File: src/rtl/phase_sequencer_pkg.sv
// Shared state encodings and phase helpers for the five-phase sequencer.
// Every sequencer file imports this so the state type has a single definition.
package phase_sequencer_pkg;

   localparam int STATE_W    = 3;
   localparam int NUM_PHASES = 5;

   typedef enum logic [STATE_W-1:0] {
      ST_IDLE      = 3'd0,
      ST_FETCH     = 3'd1,
      ST_DECODE    = 3'd2,
      ST_EXECUTE   = 3'd3,
      ST_MEMORY    = 3'd4,
      ST_WRITEBACK = 3'd5,
      ST_HALT      = 3'd6
   } state_t;

   function automatic logic isPhaseState(input state_t s);
      return (s inside {ST_FETCH, ST_DECODE, ST_EXECUTE, ST_MEMORY, ST_WRITEBACK});
   endfunction

   // Bit 0 is fetch, bit 4 is writeback; IDLE/HALT map to all zeros.
   function automatic logic [NUM_PHASES-1:0] phaseOneHot(input state_t s);
      logic [NUM_PHASES-1:0] oh;
      oh = '0;
      case (s)
         ST_FETCH:     oh = 5'b00001;
         ST_DECODE:    oh = 5'b00010;
         ST_EXECUTE:   oh = 5'b00100;
         ST_MEMORY:    oh = 5'b01000;
         ST_WRITEBACK: oh = 5'b10000;
         default:      oh = '0;
      endcase
      return oh;
   endfunction

endpackage

File: src/rtl/phase_sequencer_if.sv
// Run control, stage handshakes and counter outputs between the sequencer and the core.
// The sequencer takes the master view; the datapath/CSR side takes the slave view.
interface phase_sequencer_if #(
   parameter int XLEN = 32
);

   logic            start;
   logic            halt_req;
   logic            stall_fetch;
   logic            stall_decode;
   logic            stall_execute;
   logic            stall_memory;
   logic            stall_writeback;
   logic            phase_fetch;
   logic            phase_decode;
   logic            phase_execute;
   logic            phase_memory;
   logic            phase_writeback;
   logic            halted;
   logic            stall_timeout;
   logic [XLEN-1:0] cycle_count;
   logic [XLEN-1:0] instret_count;

   modport master (
      input  start, halt_req,
      input  stall_fetch, stall_decode, stall_execute, stall_memory, stall_writeback,
      output phase_fetch, phase_decode, phase_execute, phase_memory, phase_writeback,
      output halted, stall_timeout, cycle_count, instret_count
   );

   modport slave (
      output start, halt_req,
      output stall_fetch, stall_decode, stall_execute, stall_memory, stall_writeback,
      input  phase_fetch, phase_decode, phase_execute, phase_memory, phase_writeback,
      input  halted, stall_timeout, cycle_count, instret_count
   );

endinterface

File: src/rtl/phase_sequencer_stall_watchdog.sv
// Counts consecutive stalled cycles of the active phase and flags a trip
// on the STALL_LIMIT-th one, so a released stall can never trip.
module phase_sequencer_stall_watchdog #(
   parameter int STALL_LIMIT = 1024,
   parameter int WDT_W       = 11
) (
   input  logic clk,
   input  logic rst_n,
   input  logic clear_i,
   input  logic advance_i,
   input  logic stall_i,
   output logic trip_o
);

   localparam logic [WDT_W-1:0] LAST_COUNT = WDT_W'(STALL_LIMIT - 1);

   logic [WDT_W-1:0] count_q;
   logic [WDT_W-1:0] count_d;

   assign trip_o = stall_i && !clear_i && (count_q == LAST_COUNT);

   always_comb begin
      count_d = count_q + WDT_W'(1);
      if (clear_i || advance_i || !stall_i || trip_o) begin
         count_d = '0;
      end
   end

   always_ff @(posedge clk) begin
      if (!rst_n) begin
         count_q <= '0;
      end else begin
         count_q <= count_d;
      end
   end

endmodule

File: src/rtl/phase_sequencer.sv
// Control FSM of the non-pipelined five-phase core: one-hot phase strobes,
// halt/run control, stall watchdog and cycle/retire performance counters.
module phase_sequencer
   import phase_sequencer_pkg::*;
#(
   parameter int XLEN        = 32,
   parameter int STALL_LIMIT = 1024,
   parameter int WDT_W       = 11
) (
   input  logic              clk,
   input  logic              rst_n,
   phase_sequencer_if.master bus
);

   state_t                  state_q;
   state_t                  state_d;
   logic                    timeout_q;
   logic                    timeout_d;
   logic [XLEN-1:0]         cycleCnt_q;
   logic [XLEN-1:0]         cycleCnt_d;
   logic [XLEN-1:0]         instret_q;
   logic [XLEN-1:0]         instret_d;
   logic [NUM_PHASES-1:0]   phase_q;
   logic                    halted_q;
   logic                    activeStall;
   logic                    inPhase;
   logic                    advance;
   logic                    retire;
   logic                    trip;

   // Only the stall of the phase currently driven is meaningful.
   always_comb begin
      activeStall = 1'b0;
      case (state_q)
         ST_FETCH:     activeStall = bus.stall_fetch;
         ST_DECODE:    activeStall = bus.stall_decode;
         ST_EXECUTE:   activeStall = bus.stall_execute;
         ST_MEMORY:    activeStall = bus.stall_memory;
         ST_WRITEBACK: activeStall = bus.stall_writeback;
         default:      activeStall = 1'b0;
      endcase
   end

   assign inPhase = isPhaseState(state_q);
   assign advance = inPhase && !activeStall;
   assign retire  = (state_q == ST_WRITEBACK) && !bus.stall_writeback;

   phase_sequencer_stall_watchdog #(
      .STALL_LIMIT (STALL_LIMIT),
      .WDT_W       (WDT_W)
   ) u_watchdog (
      .clk       (clk),
      .rst_n     (rst_n),
      .clear_i   (!inPhase),
      .advance_i (advance),
      .stall_i   (activeStall),
      .trip_o    (trip)
   );

   always_comb begin
      state_d    = state_q;
      timeout_d  = timeout_q || trip;
      cycleCnt_d = inPhase ? cycleCnt_q + XLEN'(1) : cycleCnt_q;
      instret_d  = retire ? instret_q + XLEN'(1) : instret_q;
      case (state_q)
         ST_IDLE:      if (bus.start) state_d = ST_FETCH;
         ST_FETCH:     if (!bus.stall_fetch) state_d = ST_DECODE;
         ST_DECODE:    if (!bus.stall_decode) state_d = ST_EXECUTE;
         ST_EXECUTE:   if (!bus.stall_execute) state_d = ST_MEMORY;
         ST_MEMORY:    if (!bus.stall_memory) state_d = ST_WRITEBACK;
         ST_WRITEBACK: if (!bus.stall_writeback) state_d = bus.halt_req ? ST_HALT : ST_FETCH;
         ST_HALT:      if (bus.start && !bus.halt_req && !timeout_q) state_d = ST_FETCH;
         default:      state_d = ST_IDLE;
      endcase
      if (trip) begin
         state_d = ST_HALT;
      end
   end

   // Strobes are loaded from the next state so they line up with state_q.
   always_ff @(posedge clk) begin
      if (!rst_n) begin
         state_q    <= ST_IDLE;
         timeout_q  <= 1'b0;
         cycleCnt_q <= '0;
         instret_q  <= '0;
         phase_q    <= '0;
         halted_q   <= 1'b0;
      end else begin
         state_q    <= state_d;
         timeout_q  <= timeout_d;
         cycleCnt_q <= cycleCnt_d;
         instret_q  <= instret_d;
         phase_q    <= phaseOneHot(state_d);
         halted_q   <= (state_d == ST_HALT);
      end
   end

   assign bus.phase_fetch     = phase_q[0];
   assign bus.phase_decode    = phase_q[1];
   assign bus.phase_execute   = phase_q[2];
   assign bus.phase_memory    = phase_q[3];
   assign bus.phase_writeback = phase_q[4];
   assign bus.halted          = halted_q;
   assign bus.stall_timeout   = timeout_q;
   assign bus.cycle_count     = cycleCnt_q;
   assign bus.instret_count   = instret_q;

endmodule

File: src/flat_wrapper.sv
// flat-port wrapper written by rule: the top's interface ports become plain ports
module phase_sequencer_flat import phase_sequencer_pkg::*;
#(
   parameter int XLEN        = 32,
   parameter int STALL_LIMIT = 1024,
   parameter int WDT_W       = 11
)
  (clk, rst_n, bus_start, bus_halt_req, bus_stall_fetch, bus_stall_decode, bus_stall_execute, bus_stall_memory, bus_stall_writeback, bus_phase_fetch, bus_phase_decode, bus_phase_execute, bus_phase_memory, bus_phase_writeback, bus_halted, bus_stall_timeout, bus_cycle_count, bus_instret_count);
  phase_sequencer_if #(.XLEN(XLEN)) bus_i ();
  input  logic clk;
  input  logic rst_n;
  input wire logic [$bits(bus_i.start)-1:0] bus_start;
  input wire logic [$bits(bus_i.halt_req)-1:0] bus_halt_req;
  input wire logic [$bits(bus_i.stall_fetch)-1:0] bus_stall_fetch;
  input wire logic [$bits(bus_i.stall_decode)-1:0] bus_stall_decode;
  input wire logic [$bits(bus_i.stall_execute)-1:0] bus_stall_execute;
  input wire logic [$bits(bus_i.stall_memory)-1:0] bus_stall_memory;
  input wire logic [$bits(bus_i.stall_writeback)-1:0] bus_stall_writeback;
  output wire logic [$bits(bus_i.phase_fetch)-1:0] bus_phase_fetch;
  output wire logic [$bits(bus_i.phase_decode)-1:0] bus_phase_decode;
  output wire logic [$bits(bus_i.phase_execute)-1:0] bus_phase_execute;
  output wire logic [$bits(bus_i.phase_memory)-1:0] bus_phase_memory;
  output wire logic [$bits(bus_i.phase_writeback)-1:0] bus_phase_writeback;
  output wire logic [$bits(bus_i.halted)-1:0] bus_halted;
  output wire logic [$bits(bus_i.stall_timeout)-1:0] bus_stall_timeout;
  output wire logic [$bits(bus_i.cycle_count)-1:0] bus_cycle_count;
  output wire logic [$bits(bus_i.instret_count)-1:0] bus_instret_count;
  assign bus_i.start = bus_start;
  assign bus_i.halt_req = bus_halt_req;
  assign bus_i.stall_fetch = bus_stall_fetch;
  assign bus_i.stall_decode = bus_stall_decode;
  assign bus_i.stall_execute = bus_stall_execute;
  assign bus_i.stall_memory = bus_stall_memory;
  assign bus_i.stall_writeback = bus_stall_writeback;
  assign bus_phase_fetch = bus_i.phase_fetch;
  assign bus_phase_decode = bus_i.phase_decode;
  assign bus_phase_execute = bus_i.phase_execute;
  assign bus_phase_memory = bus_i.phase_memory;
  assign bus_phase_writeback = bus_i.phase_writeback;
  assign bus_halted = bus_i.halted;
  assign bus_stall_timeout = bus_i.stall_timeout;
  assign bus_cycle_count = bus_i.cycle_count;
  assign bus_instret_count = bus_i.instret_count;
  phase_sequencer #(.XLEN(XLEN), .STALL_LIMIT(STALL_LIMIT), .WDT_W(WDT_W)) u_core (.clk(clk), .rst_n(rst_n), .bus(bus_i));
endmodule
File: config.mk
export PLATFORM = sky130hd
export DESIGN_NAME = phase_sequencer_flat
export DESIGN_NICKNAME = d
export VERILOG_FILES = /design/src/rtl/phase_sequencer_pkg.sv /design/src/rtl/phase_sequencer_if.sv /design/src/rtl/phase_sequencer_stall_watchdog.sv /design/src/rtl/phase_sequencer.sv /design/src/flat_wrapper.sv
export SDC_FILE = /design/constraint.sdc
export NUM_CORES = 1
export LEC_CHECK = 0
export BUFFER_PORTS_ARGS = -buffer_cell sky130_fd_sc_hd__buf_2
export CAP_MARGIN = 20
export CORE_MARGIN = 1
export CORE_UTILIZATION = 49
export DETAILED_ROUTE_END_ITERATION = 6
export PLACE_DENSITY_LB_ADDON = 0.25
export SETUP_SLACK_MARGIN = 0.2
export SLEW_MARGIN = 20
export SYNTH_ARGS = -nofsm -noshare
export SYNTH_HDL_FRONTEND = slang
export SYNTH_SLANG_ARGS = --single-unit
export TNS_END_PERCENT = 10
File: constraint.sdc
create_clock -name clk -period 1.7 [get_ports clk]
set_input_delay 0 -clock clk [delete_from_list [all_inputs] [get_ports clk]]
set_output_delay 0 -clock clk [all_outputs]
set_load 0.02 [all_outputs]
==> results.toml, run 1 <==
[run_status]
status = "complete, but fails checks"
violations = "setup timing"

[grt]
grt_pass1_wl_um = 15800
grt_max_degree = 43
antenna_found_initial = 0
grt_usage = 0.239
grt_pass1_vias = 3456
overflow = 0

[setup_path]
crit_type = "register to register"
r2r_slack_ns = -0.12
crit_chain = "buf_6 -> a211oi_4 -> buf_12 -> nand4_1 -> or3_1 -> a21oi_2"
arrival_ns = 2.10
cp_slowest_cell = "or3_1"
crit_required_ns = 1.99
rr_worst_depth = 6
cp-end-kind = "register"
path_max_fanout = 8
max_stage_delay_ns = 0.43
start_kind = "register"

[floorplanning]
start_util = 0.519
pin_count = 80
die_x_um = 90.6
dieArea_um2 = 8210
num_rows = 31
core_um2 = 7410
die_height_um = 90.6

[timing]
hold_violations = 0
maxSlewViolCount = 0
setup_tns_ns = -0.747
worst_pin_slew_ns = 0.534
relSlewSlack = 0.644
fin_skew_ns = 0.0134
setup_viol = 12
fmax_mhz = 551
min_period_ns = 1.82
timing.final.ws_setup_ns = -0.115
grt_setup_unrepaired = "yes"
final.period_utilization = 1.07

[synthesis]
syn-mean-instance-area_um2 = 8.68
async_flop_share = 0
yosys_warnings = 0
syn_nets = 455
ys_ff_latch = 85
synthCells = 443
synth_enable_flop_cells = 0
yosysSeqAreaShare = 0.442
syn_area_um2 = 3850
synth_top_cell_area_share = 0.442
synthFlopType = "dfxtp_1"
synth_top_cell_by_area = "dfxtp_1"
ys_types = 45
synth.area.top_cells = "dfxtp_1, xor2_1, nor2_1"

[worst_hold_path]
holdPathStages = 4
hp-class = "input pin to register"

[pwr]
ir_drop_mv = 0.615
power_frac_seq = 0.563
p_leak_nw = 2.20
powerDensity_nw_per_um2 = 682
p_sw_mw = 0.954
comb_power_share = 0.076
power_frac_clock = 0.360
swShare = 0.265
p_int_mw = 2.65

[finish]
antenna_cells = 0
drive_gt1_frac = 0.413
fillers = 573
instances_no_fill = 668
area_delta_synth_final_pct = 37.3
nets = 576

[place]
dpl.cell_count = 642
pre_cts_ws_ns = -0.0971
hpwl_um = 6490
port_buffers = 79
routabilityCongestion = 0.785

[cts]
numClockSinks = 85
clk_pin_slew_ns = 0.09
root_buffer = "clkbuf_8"
cts_buffers = 9
clk_latency_ns = 0.36
cts_tree = "yes"
cts_max_level = 3
cts_max_path_buffers = 2

[drt]
wl_per_cell_um = 14.8
drc = 0
wl_um = 9920
dr.pass1.iters = 4
vias_per_cell = 5.48
num_vias = 3659
antenna_left = 0
drt_iter0_markers = 130

[flow_run]
cap_violations = 0
## power groups by stage
stage	Sequential, mW	Combinational, mW	Clock, mW
2_1_floorplan	2.09	0.136	0
3_3_place_gp	2.07	0.223	0
3_5_place_dp	2.07	0.229	0
4_1_cts	2.03	0.260	1.32
5_1_grt	2.04	0.303	1.40
6_report	2.03	0.276	1.30
## stage by stage
stage,hold slack (ns),area (um2),utilization,power (mW)
after floorplan,0.150,3950,-,2.22
after global placement,0.354,4670,0.631,2.29
after detailed placement,0.351,4670,0.631,2.30
after CTS,0.0681,5170,0.697,3.61
after global routing,0.0864,5280,0.713,3.74
final,0.0808,5280,0.713,3.61
## cells in the mapped netlist (all sizes together) (2+ instances only)
library cell and count:
a21oi 20, a31oi 2, and2 10, and3 17, and4 8, and4bb 2, buf 8, clkbuf 10
dfxtp 85, ha 3, inv 11, mux2i 3, nand2 28, nand2b 7, nand3 23, nand4 25
nor2 64, nor2b 3, nor3 8, nor4 3, o21ai 13, o31ai 6, or3 12, or4 5
xnor2 22, xor2 31
## cell families after synthesis
kind of cell | after synthesis | share of synthesized area
compound gates | 51 | 0.0833
xor+xnor | 53 | 0.121
fa+ha+maj | 3 | 0.00976
buf+inv | 29 | 0.0335
flops | 85 | 0.442
mux | 3 | 0.00781
simple gates | 219 | 0.303
## routing by layer
metal  GRT usage  vias to the layer above  routed length (um)
li1            -                     1801                   -
met1       0.294                     1738                4290
met2       0.411                       99                4920
met3      0.0337                       21                 417
met4       0.109                        0                 283
met5           0                        -                   0
## state kept, by name, summed over array words and instances (netlist names)
name	cells
u_core.state_q	3
u_core.bus.cycle_count	32
u_core.bus.instret_count	32
u_core.u_watchdog.count_q	11
u_core.phase_q	5
u_core.bus.stall_timeout	1
u_core.bus.halted	1
## cells in the final DEF, fill, tap and decap left out, types with 12 or more instances in the layout
master	Yosys	final
buf_2	4	79
nor2_1	64	63
dfxtp_1	85	43
buf_4	4	38
xor2_1	31	31
dfxtp_2	0	29
nand2_1	28	26
nand4_1	25	25
xnor2_1	22	22
nand3_1	22	15
a21oi_1	20	14
and3_1	17	13
dfxtp_4	0	13
or3_1	12	12
## cell type report
cell class | instances | area, um2 | share of cell area
multi-input combinational | 329 | 2330 | 0.440
timing repair buffer | 128 | 833 | 0.158
clock buffer | 9 | 124 | 0.0234
inverter | 11 | 41.3 | 0.00781
clock inverter | 7 | 48.8 | 0.00924
sequential | 85 | 1790 | 0.338
tap | 99 | 124 | 0.0234
## final timing paths
kind / start / end
setup / recovery: u_core.state_q[2]$_SDFF_PN0_ / u_core.bus.cycle_count[31]$_SDFFE_PN0N_
hold / removal: bus_stall_fetch / u_core.phase_q[2]$_SDFF_PN0_
setup reg to reg: u_core.state_q[2]$_SDFF_PN0_ / u_core.bus.cycle_count[31]$_SDFFE_PN0N_
hold reg to reg: u_core.bus.stall_timeout$_SDFF_PN0_ / u_core.bus.stall_timeout$_SDFF_PN0_
## timing repair
action	CTS	global route
resized for setup	62	19
gates cloned	0	1
hold endpoints to repair	2	0
setup endpoints to repair	58	69
hold buffers	2	0
pin swaps	54	37
setup buffers	4	3
## worst max-delay path, delay by kind of cell (launching register included)
| kind | cells | cell delay (ns) |
|---|---|---|
| simple gates | 2 | 0.66 |
| compound gates | 2 | 0.45 |
| flops | 1 | 0.34 |
| buf+inv | 2 | 0.29 |
No activity file was read; power rests on OpenSTA's default activity.
==> inputs of run 2 (changes only) <==
==> constraint.sdc (replaced) <==
create_clock -name clk -period 1.61 [get_ports clk]
set_input_delay 0 -clock clk [delete_from_list [all_inputs] [get_ports clk]]
set_output_delay 0 -clock clk [all_outputs]
set_load 0.02 [all_outputs]
==> results.toml, run 2 (same netlist as run 1, synthesis figures left out) <==
[run_status]
status = "complete, but fails checks"
violations = "setup timing"

[setup_path]
arrival_ns = 2.05
cpMostUsedCell = "nand4_1"
path_max_fanout = 8
crit_required_ns = 1.90
start_kind = "register"
max_stage_delay_ns = 0.36
cp_slowest_cell = "or3_4"
crit_chain = "nand4_1 -> nor4_2 -> nand4_1 -> buf_6 -> or3_4 -> a21oi_2"
reg2reg_to = "u_core.bus.cycle_count[27]$_SDFFE_PN0N_"
crit_start = "u_core.bus.cycle_count[16]$_SDFFE_PN0N_"
timing.rr.start = "u_core.bus.cycle_count[16]$_SDFFE_PN0N_"
crit_type = "register to register"
cp-endpoint = "u_core.bus.cycle_count[27]$_SDFFE_PN0N_"
cp-end-kind = "register"
rr_worst_depth = 6
r2r_slack_ns = -0.14

[cts]
numClockSinks = 85
cts_buffers = 9
clk_pin_slew_ns = 0.09
cts_tree = "yes"
root_buffer = "clkbuf_8"
cts_max_path_buffers = 2
clk_latency_ns = 0.36
cts_max_level = 3

[drt]
antenna_left = 0
drt_iter0_markers = 158
wl_um = 10200
num_vias = 3797
wl_per_cell_um = 14.8
vias_per_cell = 5.47
dr.pass1.iters = 5
drc = 0

[finish]
antenna_cells = 0
nets = 602
layout_common_cells = "buf_2, buf_4, nor2_1, dfxtp_1, xor2_1"
fillers = 556
finish.utilization = 0.739
area_delta_synth_final_pct = 42.3
layout_commonest_cell = "buf_2"
drive_gt1_frac = 0.440

[timing]
maxSlewViolCount = 0
hold_violations = 0
final.period_utilization = 1.09
min_period_ns = 1.75
setup_tns_ns = -0.881
whs_ns = 0.0256
grt_setup_unrepaired = "yes"
timing.final.ws_setup_ns = -0.141
relSlewSlack = 0.626
fmax_mhz = 571
setup_viol = 15
fin_skew_ns = 0.0100
worst_pin_slew_ns = 0.561

[grt]
antenna_found_initial = 0
grt_usage = 0.255
overflow = 0
grt_max_degree = 65
grt_pass1_wl_um = 17000
grt_pass1_vias = 3695

[pwr]
power_frac_seq = 0.519
swShare = 0.251
powerDensity_nw_per_um2 = 750
p_int_mw = 3.08
ir_drop_mv = 0.742
comb_power_share = 0.076
power_frac_clock = 0.405
p_leak_nw = 2.35
total_power_mw = 4.11
p_sw_mw = 1.03

[place]
routabilityCongestion = 0.806
port_buffers = 79
hpwl_um = 6900

[floorplanning]
die_x_um = 90.6
dieArea_um2 = 8210
core_um2 = 7410
start_util = 0.519
pin_count = 80
die_height_um = 90.6
num_rows = 31

[flow_run]
cap_violations = 0

[worst_hold_path]
hp-class = "input pin to register"
==> run 2: changes by cell type in the layout (fill, tap and decap cells not counted), moves of 2 or more <==
cell / delta
or3_1: -3
or3_4: +3
dfxtp_4: -3
clkinv_2: -3
buf_4: +25
nor2_2: +2
dfxtp_1: +2
==> run 2: critical path: cells and delay by family (launching register included) <==
kind / cells / cell delay (ns)
simple gates: 4 / 1.05
flops: 1 / 0.34
buf+inv: 1 / 0.16
compound gates: 1 / 0.13
==> run 2: power by group through the flow <==
| stage | Sequential (mW) | Clock (mW) | Combinational [mW] |
|---|---|---|---|
| floorplan | 2.20 | 0 | 0.144 |
| global placement | 2.18 | 0 | 0.277 |
| detailed placement | 2.18 | 0 | 0.286 |
| CTS | 2.13 | 1.69 | 0.310 |
| global route | 2.14 | 1.78 | 0.339 |
| finish | 2.13 | 1.66 | 0.313 |
==> run 2: worst min-delay path by stage <==
stage                       from                                 endpoint  cells past startpoint
floorplan                  rst_n  u_core.bus.cycle_count[23]$_SDFFE_PN0N_                      2
global placement    bus_halt_req             u_core.bus.halted$_SDFF_PN0_                      3
detailed placement  bus_halt_req             u_core.bus.halted$_SDFF_PN0_                      3
CTS                        rst_n             u_core.state_q[2]$_SDFF_PN0_                      2
global route               rst_n             u_core.state_q[2]$_SDFF_PN0_                      2
finish                     rst_n             u_core.state_q[2]$_SDFF_PN0_                      2
==> run 2: layout make-up <==
| cell class | instances | area [um2] | area share |
|---|---|---|---|
| clock buffers | 10 | 149 | 0.0272 |
| flip-flops and latches | 85 | 1780 | 0.324 |
| well taps | 99 | 124 | 0.0226 |
| multi-input cells | 329 | 2300 | 0.419 |
| inverters | 11 | 41.3 | 0.00754 |
| clock inverters | 6 | 72.6 | 0.0133 |
| repair buffers | 154 | 1020 | 0.186 |
==> run 2: through the flow <==
step	area, um2	instances	setup WS (ns)
5_1_grt	5480	694	-0.193
3_3_place_gp	4900	671	-0.0356
6_report	5480	694	-0.141
3_5_place_dp	4900	671	-0.121
4_1_cts	5350	693	-0.0648
2_1_floorplan	3950	443	-0.0157
==> run 2: routing by layer <==
layer,up-vias,global-route usage,part of all wire
met5,-,0,0
met4,0,0.109,0.021
met3,24,0.0513,0.045
met2,112,0.429,0.49
met1,1810,0.315,0.44
li1,1851,-,-
==> run 2: repair_timing <==
action	CTS	global route
cloned	1	0
buffers inserted	4	1
setup endpoints to repair	76	79
hold buffers	1	0
pin swaps	62	24
gates resized for setup	43	28
endpoints found under the hold margin	1	0
==> inputs of run 3 (changes only) <==
--- a/config.mk
+++ b/config.mk
@@ -5,11 +5,12 @@
 export SDC_FILE = /design/constraint.sdc
 export NUM_CORES = 1
 export LEC_CHECK = 0
-export BUFFER_PORTS_ARGS = -buffer_cell sky130_fd_sc_hd__buf_2
+export ABC_AREA = 1
 export CAP_MARGIN = 20
 export CORE_MARGIN = 1
-export CORE_UTILIZATION = 49
+export CORE_UTILIZATION = 55
 export DETAILED_ROUTE_END_ITERATION = 6
+export DONT_BUFFER_PORTS = 1
 export PLACE_DENSITY_LB_ADDON = 0.25
 export SETUP_SLACK_MARGIN = 0.2
 export SLEW_MARGIN = 20
==> results.toml, run 3 <==
[timing]
fmax_mhz = 635
grt_setup_unrepaired = "yes"
fin_skew_ns = 0.0132
relSlewSlack = 0.697
whs_ns = 0.0453
min_period_ns = 1.58
setup_viol = 0
final.period_utilization = 0.979
maxSlewViolCount = 0
worst_pin_slew_ns = 0.452
hold_violations = 0

[floorplanning]
num_rows = 32
pin_count = 80
die_height_um = 92.3
die_x_um = 92.3
core_um2 = 7810
dieArea_um2 = 8520
start_util = 0.575

[grt]
overflow = 0
antenna_found_initial = 0
grt_pass1_vias = 4271
grt_max_degree = 48
grt_pass1_wl_um = 19300
grt_usage = 0.280

[pwr]
power_frac_seq = 0.499
p_int_mw = 3.29
ir_drop_mv = 0.598
total_power_mw = 4.38
comb_power_share = 0.083
power_frac_clock = 0.418
powerDensity_nw_per_um2 = 753
p_leak_nw = 2.35
swShare = 0.250
p_sw_mw = 1.09

[finish]
finish.utilization = 0.745
nets = 762
area_delta_synth_final_pct = 29.7
fillers = 594
layout_commonest_cell = "nand2_1"
layout_common_cells = "nand2_1, nor2_1, buf_4, inv_1, dfxtp_1"
antenna_cells = 0
drive_gt1_frac = 0.282
stdcell_area_um2 = 5820

[synthesis]
synth.area.top_cells = "dfxtp_1, nand2_1, nor2_1"
syn_nets = 679
synth_top_cells_by_count = "nand2_1, nor2_1, dfxtp_1"
synth_top_cell_by_area = "dfxtp_1"
yosysSeqAreaShare = 0.379
syn_area_um2 = 4490
synth_top_cell_area_share = 0.379
synthCells = 667
ys_types = 39
synthFlopType = "dfxtp_1"
yosysMostFrequentCell = "nand2_1"
syn-mean-instance-area_um2 = 6.73
ys_ff_latch = 85
yosys_warnings = 0
synth_enable_flop_cells = 0
async_flop_share = 0

[setup_path]
start_kind = "register"
cp-end-kind = "register"
crit_type = "register to register"
path_max_fanout = 6
crit_required_ns = 1.87
arrival_ns = 1.84

[drt]
drc = 0
wl_um = 12100
wl_per_cell_um = 14.1
drt_iter0_markers = 257
vias_per_cell = 5.46
antenna_left = 0
num_vias = 4680
dr.pass1.iters = 5

[cts]
cts_tree = "yes"
cts_buffers = 9
cts_max_level = 3
root_buffer = "clkbuf_8"
clk_latency_ns = 0.37
clk_pin_slew_ns = 0.09
numClockSinks = 85
cts_max_path_buffers = 2

[worst_hold_path]
hp-class = "input pin to register"

[run_status]
status = "finished clean"

[flow_run]
cap_violations = 0

[place]
routabilityCongestion = 1.05
place_area_um2 = 5190
hpwl_um = 8290
port_buffers = 0
run 3: changes by cell type in the layout (fill, tap and decap cells not counted), moves of 22 or more:
| cell | change |
|---|---|
| dfxtp_2 | -22 |
| inv_1 | +62 |
| nor2_1 | +30 |
| xor2_1 | -23 |
| buf_2 | -80 |
| nor2_2 | +22 |
| dfxtp_1 | +24 |
| nand2_1 | +122 |
run 3: critical path: stages, from the launching register on:
cell	delay, ns
dfxtp_4	0.41
ha_4	0.16
nand2_4	0.06
nor2_4	0.14
nand3_4	0.12
nor2_4	0.24
nand3_4	0.14
nor3_2	0.14
nor2_1	0.06
run 3: power groups by stage:
stage | Clock, mW | Combinational [mW] | Sequential [mW]
3_5_place_dp | 0 | 0.282 | 2.24
5_1_grt | 1.94 | 0.401 | 2.19
6_report | 1.83 | 0.364 | 2.19
2_1_floorplan | 0 | 0.228 | 2.24
4_1_cts | 1.84 | 0.328 | 2.19
3_3_place_gp | 0 | 0.273 | 2.24
run 3: per-layer routing:
metal | part of all wire | GRT usage | up-vias
met4 | 0.024 | 0.0990 | 0
met5 | 0 | 0 | -
met1 | 0.40 | 0.340 | 2149
met3 | 0.076 | 0.0755 | 29
met2 | 0.50 | 0.476 | 198
li1 | - | - | 2304
run 3: cell type report:
class                           count  area, um2  share of cell area
Clock buffer                       10        128              0.0219
Clock inverter                      6        111              0.0191
Inverter                           84        325              0.0559
Multi-Input combinational cell    486       2730               0.469
Sequential cell                    85       1740               0.299
Tap cell                          102        128              0.0219
Timing Repair Buffer               84        659               0.113
run 3: final timing paths:
check	slack, ns	end	startpoint	cells past startpoint
setup / recovery	0.03	u_core.bus.cycle_count[28]$_SDFFE_PN0N_	u_core.bus.cycle_count[1]$_SDFFE_PN0N_	8
hold / removal	0.05	u_core.phase_q[1]$_SDFF_PN0_	bus_stall_writeback	5
setup reg to reg	0.03	u_core.bus.cycle_count[28]$_SDFFE_PN0N_	u_core.bus.cycle_count[1]$_SDFFE_PN0N_	8
hold reg to reg	0.51	u_core.u_watchdog.count_q[10]$_SDFF_PP0_	u_core.u_watchdog.count_q[10]$_SDFF_PP0_	2
run 3: cell families (layout without fill, tap and decap cells):
kind of cell / count (synthesis) / count (layout) / synth area share
fa+ha+maj: 3 / 3 / 0.00837
compound gates: 66 / 66 / 0.0786
buf+inv: 97 / 184 / 0.0851
simple gates: 402 / 403 / 0.421
xor+xnor: 14 / 14 / 0.0273
flops: 85 / 85 / 0.379
run 3: stage by stage:
stage                     worst slack, ns  cells  setup TNS, ns
final                              0.0340    857              0
after global routing              -0.0623    857         -0.543
after CTS                          0.0595    852              0
after detailed placement          -0.0333    826        -0.0528
after global placement             0.0425    826              0
after floorplan                     0.106    667              0
run 3: repair_timing:
action	CTS	global route
gates cloned	1	0
setup endpoints to repair	73	78
setup buffers	6	5
resized for setup	11	61
hold buffers	3	0
hold endpoints to repair	81	0
pin swaps	12	49
